<file path="src/rtl/cpu_icache_pkg.sv">
// Shared definitions for the direct-mapped instruction cache.
package cpu_icache_pkg;

  localparam int SIZE_LOG2_DEF = 6;

  typedef enum logic [1:0] {
    ST_IDLE   = 2'd0,
    ST_MISS   = 2'd1,
    ST_FILLED = 2'd2
  } state_e;

endpackage

</file>
<file path="src/rtl/cpu_icache_mem.sv">
// Data + tag line storage: one synchronous write port, one asynchronous read port.
module cpu_icache_mem
  import cpu_icache_pkg::*;
#(
  parameter int SIZE_LOG2 = SIZE_LOG2_DEF,
  parameter int TAG_W     = 30 - SIZE_LOG2_DEF
) (
  input  logic                 i_clock,
  input  logic                 i_we,
  input  logic [SIZE_LOG2-1:0] i_waddr,
  input  logic [31:0]          i_wdata,
  input  logic [TAG_W-1:0]     i_wtag,
  input  logic [SIZE_LOG2-1:0] i_raddr,
  output logic [31:0]          o_rdata,
  output logic [TAG_W-1:0]     o_rtag
);

  localparam int LINES = 1 << SIZE_LOG2;

  logic [31:0]      data_q [LINES];
  logic [TAG_W-1:0] tag_q  [LINES];

  // Line fill: data and tag are written together; validity is tracked outside.
  always_ff @(posedge i_clock) begin
    if (i_we) begin
      data_q[i_waddr] <= i_wdata;
      tag_q[i_waddr]  <= i_wtag;
    end
  end

  assign o_rdata = data_q[i_raddr];
  assign o_rtag  = tag_q[i_raddr];

endmodule

</file>
<file path="src/rtl/cpu_icache.sv">
// Direct-mapped, read-only, one-word-per-line instruction cache.
// Hits answer combinationally; a miss issues a single bus read, fills the
// line, settles one cycle and then the retried request hits.
module cpu_icache
  import cpu_icache_pkg::*;
#(
  parameter int SIZE_LOG2 = SIZE_LOG2_DEF
) (
  input  logic        i_clock,
  input  logic        i_reset,
  input  logic        i_request,
  input  logic [31:0] i_address,
  output logic [31:0] o_rdata,
  output logic        o_ready,
  output logic        o_bus_request,
  output logic [31:0] o_bus_address,
  input  logic [31:0] i_bus_rdata,
  input  logic        i_bus_ready
);

  localparam int LINES = 1 << SIZE_LOG2;
  localparam int TAG_W = 30 - SIZE_LOG2;

  state_e             state_q, state_d;
  logic [LINES-1:0]   valid_q, valid_d;
  logic               bus_req_q, bus_req_d;
  logic [31:0]        bus_addr_q, bus_addr_d;

  logic [SIZE_LOG2-1:0] rd_idx, fill_idx;
  logic [TAG_W-1:0]     rd_tag, fill_tag, line_tag;
  logic [31:0]          line_data;
  logic                 hit_raw, fill_we;
  logic                 unused_addr_lsb;

  assign rd_idx   = i_address[SIZE_LOG2+1:2];
  assign rd_tag   = i_address[31:SIZE_LOG2+2];
  assign fill_idx = bus_addr_q[SIZE_LOG2+1:2];
  assign fill_tag = bus_addr_q[31:SIZE_LOG2+2];
  // Byte offset within the word is irrelevant to a word-wide fetch.
  assign unused_addr_lsb = ^i_address[1:0];

  // Fill uses the latched miss address, so the fetch side may wander off mid-miss.
  // Reset suppresses a fill that would otherwise land in the reset cycle.
  assign fill_we = (state_q == ST_MISS) && i_bus_ready && !i_reset;

  cpu_icache_mem #(
    .SIZE_LOG2 (SIZE_LOG2),
    .TAG_W     (TAG_W)
  ) u_mem (
    .i_clock (i_clock),
    .i_we    (fill_we),
    .i_waddr (fill_idx),
    .i_wdata (i_bus_rdata),
    .i_wtag  (fill_tag),
    .i_raddr (rd_idx),
    .o_rdata (line_data),
    .o_rtag  (line_tag)
  );

  assign hit_raw       = i_request && valid_q[rd_idx] && (line_tag == rd_tag);
  // Ready only from IDLE: an unrelated hit during MISS/FILLED is held off.
  assign o_ready       = hit_raw && (state_q == ST_IDLE);
  assign o_rdata       = line_data;
  assign o_bus_request = bus_req_q;
  assign o_bus_address = bus_addr_q;

  // Miss FSM next-state, bus request/address and valid-bit updates.
  always_comb begin
    state_d    = state_q;
    valid_d    = valid_q;
    bus_req_d  = bus_req_q;
    bus_addr_d = bus_addr_q;
    case (state_q)
      ST_IDLE: begin
        if (i_request && !hit_raw) begin
          bus_req_d  = 1'b1;
          bus_addr_d = {i_address[31:2], 2'b00};
          state_d    = ST_MISS;
        end
      end
      ST_MISS: begin
        if (i_bus_ready) begin
          valid_d[fill_idx] = 1'b1;
          bus_req_d         = 1'b0;
          state_d           = ST_FILLED;
        end
      end
      ST_FILLED: state_d = ST_IDLE;
      default:   state_d = ST_IDLE;
    endcase
  end

  // State registers; reset invalidates every line and abandons any miss.
  always_ff @(posedge i_clock) begin
    if (i_reset) begin
      state_q    <= ST_IDLE;
      valid_q    <= '0;
      bus_req_q  <= 1'b0;
      bus_addr_q <= '0;
    end else begin
      state_q    <= state_d;
      valid_q    <= valid_d;
      bus_req_q  <= bus_req_d;
      bus_addr_q <= bus_addr_d;
    end
  end

endmodule

</file>
<file path="config.mk">
export PLATFORM = sky130hd
export DESIGN_NAME = cpu_icache
export DESIGN_NICKNAME = d
export VERILOG_FILES = /design/src/rtl/cpu_icache_pkg.sv /design/src/rtl/cpu_icache_mem.sv /design/src/rtl/cpu_icache.sv
export SDC_FILE = /design/constraint.sdc
export NUM_CORES = 2
export LEC_CHECK = 0
export ABC_CLOCK_PERIOD_IN_PS = 6300
export CAP_MARGIN = 10
export CORE_ASPECT_RATIO = 1.5
export CORE_MARGIN = 10
export CORE_UTILIZATION = 40
export DETAILED_ROUTE_END_ITERATION = 6
export PLACE_DENSITY = 0.61
export SYNTH_ARGS = -nofsm -noshare
export SYNTH_HDL_FRONTEND = slang
export SYNTH_SLANG_ARGS = --single-unit
export TNS_END_PERCENT = 1
</file>
<file path="constraint.sdc">
create_clock -name i_clock -period 6.3 [get_ports i_clock]
set_input_delay 0.63 -clock i_clock [delete_from_list [all_inputs] [get_ports i_clock]]
set_output_delay 0.63 -clock i_clock [all_outputs]
set_load 0.005 [all_outputs]
</file>
==> summary.txt <==
Power and ir drop
  • Pint: 39.4 mW
  • Power share of the combinational group: 5.0%
  • P_sw: 10.5 mW
  • LEAKAGE: 51.4 nW
  • Part of the power in the clock network: 40.9%
  • Overall Power: 49.9 mW
  • Sequential share of power: 54.1%
  • Maximum vdd drop: 222 uV
  • PwrDens: 310 mW/mm^2
  • Sw frac: 21.1%

STA
  • Least-Margin Pin Slew: 1300 ps
  • F_max: 172 MHz
  • Final Setup Violations: 0
  • Rel. slew slack: 13.1%
  • RSZ-0062 raised after global routing: no
  • Setup TNS: 0 ps
  • Clock skew: 41.7 ps
  • Fin. max-slew vios: 0
  • Period utilization: 92.3%
  • Tmin final: 5810 ps
  • Final hold violation count: 0

Global route
  • GR Util All Layers: 21.9%
  • First-pass GRT wire length: 583,000 um
  • Largest net degree at the start of global routing: 137
  • Total gr overflow: 0
  • Met2 Track Usage GR: 38.3%
  • Grt met3 use: 3.28%
  • Vias in the first global route: 69,800
  • GR Layer Usage met1: 27.1%
  • GRT busiest layer: met2
  • Initial antenna violation count: 20

Synth
  • Synth Warn #: 0
  • Post-synth ARST share: 0%
  • Yosys cell types: 87
  • XOR/XNOR Fraction of Synth Area: 0.0929%
  • Top FF cell, synth: edfxtp_1
  • Synthesized area: 0.141 sq mm
  • Mux cell area share after synthesis: 17.5%
  • Largest cells by area after synthesis: edfxtp_1, mux4_2, mux2i_1, dfxtp_1, mux4_1
  • Synth Area in Compound Gates: 1.64%
  • Synthesis-stage register bit count: 3,681
  • Number of synthesized flops with an enable pin: 3,584
  • Post-synth top area share: 76.1%
  • Sequential share of the synthesized area: 77.4%
  • Synth Area in Adders: 0%
  • Largest family of logic cells by synthesized area: multiplexers
  • Synthesized instance count: 6,098
  • Syn avg cell area: 23.2 sq um
  • Largest area contributor in the netlist: edfxtp_1
  • Simple-Gate Fraction of Synth Area: 1.71%

Drt
  • Routed WL: 427,000 um
  • Vias: 69,400
  • DRT iter0 DRCs: 9,262
  • Avg WL per Cell: 37.1 um
  • Via/cell ratio: 6.03
  • DRC viols: 0
  • DR pass1 iterations: 6
  • Post-route ant nets: 0

Clock network
  • Post-CTS resize count: 0
  • CTS H-tree depth: 5
  • Clk Latency, worst-skew pair: 910 ps
  • Root Buffer Master: clkbuf_16
  • Num CTS Buffers: 332
  • Clock Sinks: 3,681
  • Post-CTS Hold Buffers: 0
  • Clock Path Buffers: 4
  • Post-CTS Setup Inserts: 0
  • Clk pin slew, worst setup/hold paths: 60 ps
  • CTS tree: built

Cells and area
  • Post-route cell area: 0.161 sq mm
  • Area Overhead vs Synth: 13.8%
  • Fraction of layout cells with a size suffix above 1: 28.1%
  • Multi-input logic area: 0.0302 sq mm
  • Most frequent cells in the layout: edfxtp_1, mux4_2, clkbuf_16
  • Reg area: 0.110 sq mm
  • FILL cells: 28,900
  • Commonest non-fill, non-tap cell in the layout: edfxtp_1
  • Nets: 6,599
  • Non-Filler Instances: 11,500

Floorplan
  • DIE AREA: 0.378 sq mm
  • I/O pin count: 134
  • Die width: 506 um
  • Site Rows: 267
  • Chip Height: 748 um
  • Initial Util: 40.1%
  • Core Region: 0.352 sq mm

Worst setup path
  • Critical Path Fanout Max: 64
  • WS Path Type: in -> out
  • Required time at the worst-slack endpoint: 5670 ps
  • Worst setup EP type: output pin
  • CP Launch Type: input port
  • Crit path DAT: 5180 ps
  • Crit Reg-Reg Startpoint: u_mem.tag_q[53][7]
  • Worst setup path startpoint: i_address[2]

Worst hold path
  • Min-Delay Path Class: in -> reg
  • Hold Path Origin: i_address[14]

Run status
  • Status: finished clean

Placement
  • Port bufs: 129
  • Inst Count DP: 10,900
  • Hpwl dp: 231,000 um
  • Placed Instance Area: 0.150 sq mm
  • Routability Congestion: 0.837

Job
  • Max-cap violations: 0
## cells by family (layout without fill, tap and decap cells)
group | after synthesis | count (layout)
other | 1 | 10
DFF | 3681 | 3681
muxes | 1225 | 1225
buffers and inverters | 345 | 1039
and+or+nand+nor | 504 | 504
xor gates and xnor gates | 15 | 15
AOI/OAI and AO/OA | 327 | 327
## synthesized netlist by cell type, drive strengths merged, types with 7 or more instances
| cell | count |
|---|---|
| edfxtp | 3584 |
| mux4 | 990 |
| nand2 | 209 |
| buf | 206 |
| mux2i | 201 |
| clkbuf | 125 |
| dfxtp | 97 |
| nor2 | 95 |
| a21o | 66 |
| a22oi | 45 |
| o22ai | 45 |
| mux2 | 34 |
| a21oi | 32 |
| nand3 | 31 |
| nor3 | 25 |
| a31oi | 24 |
| o21ai | 24 |
| nand4 | 20 |
| nor2b | 19 |
| and3 | 16 |
| nand2b | 15 |
| or3 | 15 |
| o221ai | 14 |
| inv | 11 |
| a211oi | 10 |
| xnor2 | 10 |
| nand3b | 9 |
| o211ai | 9 |
| a2111oi | 8 |
| and2 | 8 |
| a221oi | 7 |
| a32oi | 7 |
| or3b | 7 |
## routing by layer
layer / wire [um] / part of all wire [%] / vias up
li1: - / - / 26900
met1: 155000 / 36 / 38200
met2: 220000 / 52 / 3399
met3: 29400 / 6.9 / 844
met4: 22700 / 5.3 / 14
met5: 98 / 0.023 / -
## worst max-delay path, cell delays in order
cell and delay [ps]:
buf_16 380, buf_12 310, buf_12 330, mux4_2 550, a32oi_1 200, nand3_1 170
nor3_1 640, o21bai_1 180, a222oi_1 300, nand4b_1 170, nor2_1 130, and4_1 290
buf_4 150, clkdlybuf4s50_1 500
## worst paths after layout
check                                          to  slack [ps]  depth (start not counted)
worst min-delay path            o_bus_address[14]         390                          3
worst max register to register  o_bus_address[16]        1920                         11
worst min register to register         valid_q[6]         450                          1
worst max-delay path                      o_ready         490                         14
## power groups by stage
stage | Clock (mW) | Sequential (mW) | Combinational, mW
finish | 20.4 | 27.0 | 2.47
global route | 21.5 | 27.0 | 2.60
CTS | 20.7 | 27.0 | 2.46
detailed placement | 0 | 27.5 | 2.46
global placement | 0 | 27.5 | 2.42
floorplan | 0 | 27.6 | 1.37
## layout make-up
class,count,area share (%)
sequential,3681,68.1
multi-input combinational,2073,18.8
clock buffer,427,5.60
tap,4707,3.66
timing repair buffer,432,2.79
clock inverter,169,1.06
inverter,11,0.0365
antenna,8,0.0124
## through the flow
| stage | setup slack, ps | hold WS [ps] | utilization [%] |
|---|---|---|---|
| CTS | 515 | 345 | 45.6 |
| detailed placement | 531 | 438 | 42.6 |
| floorplan | 448 | 421 | - |
| finish | 487 | 385 | 45.7 |
| global route | 283 | 399 | 45.7 |
| global placement | 472 | 427 | 42.6 |
## state kept, by name, indices dropped and copies added (netlist names)
register       cells
u_mem.data_q    2048
u_mem.tag_q     1536
valid_q           64
o_bus_address     30
state_q            2
o_bus_request      1
No activity file was read; power rests on OpenSTA's default activity.
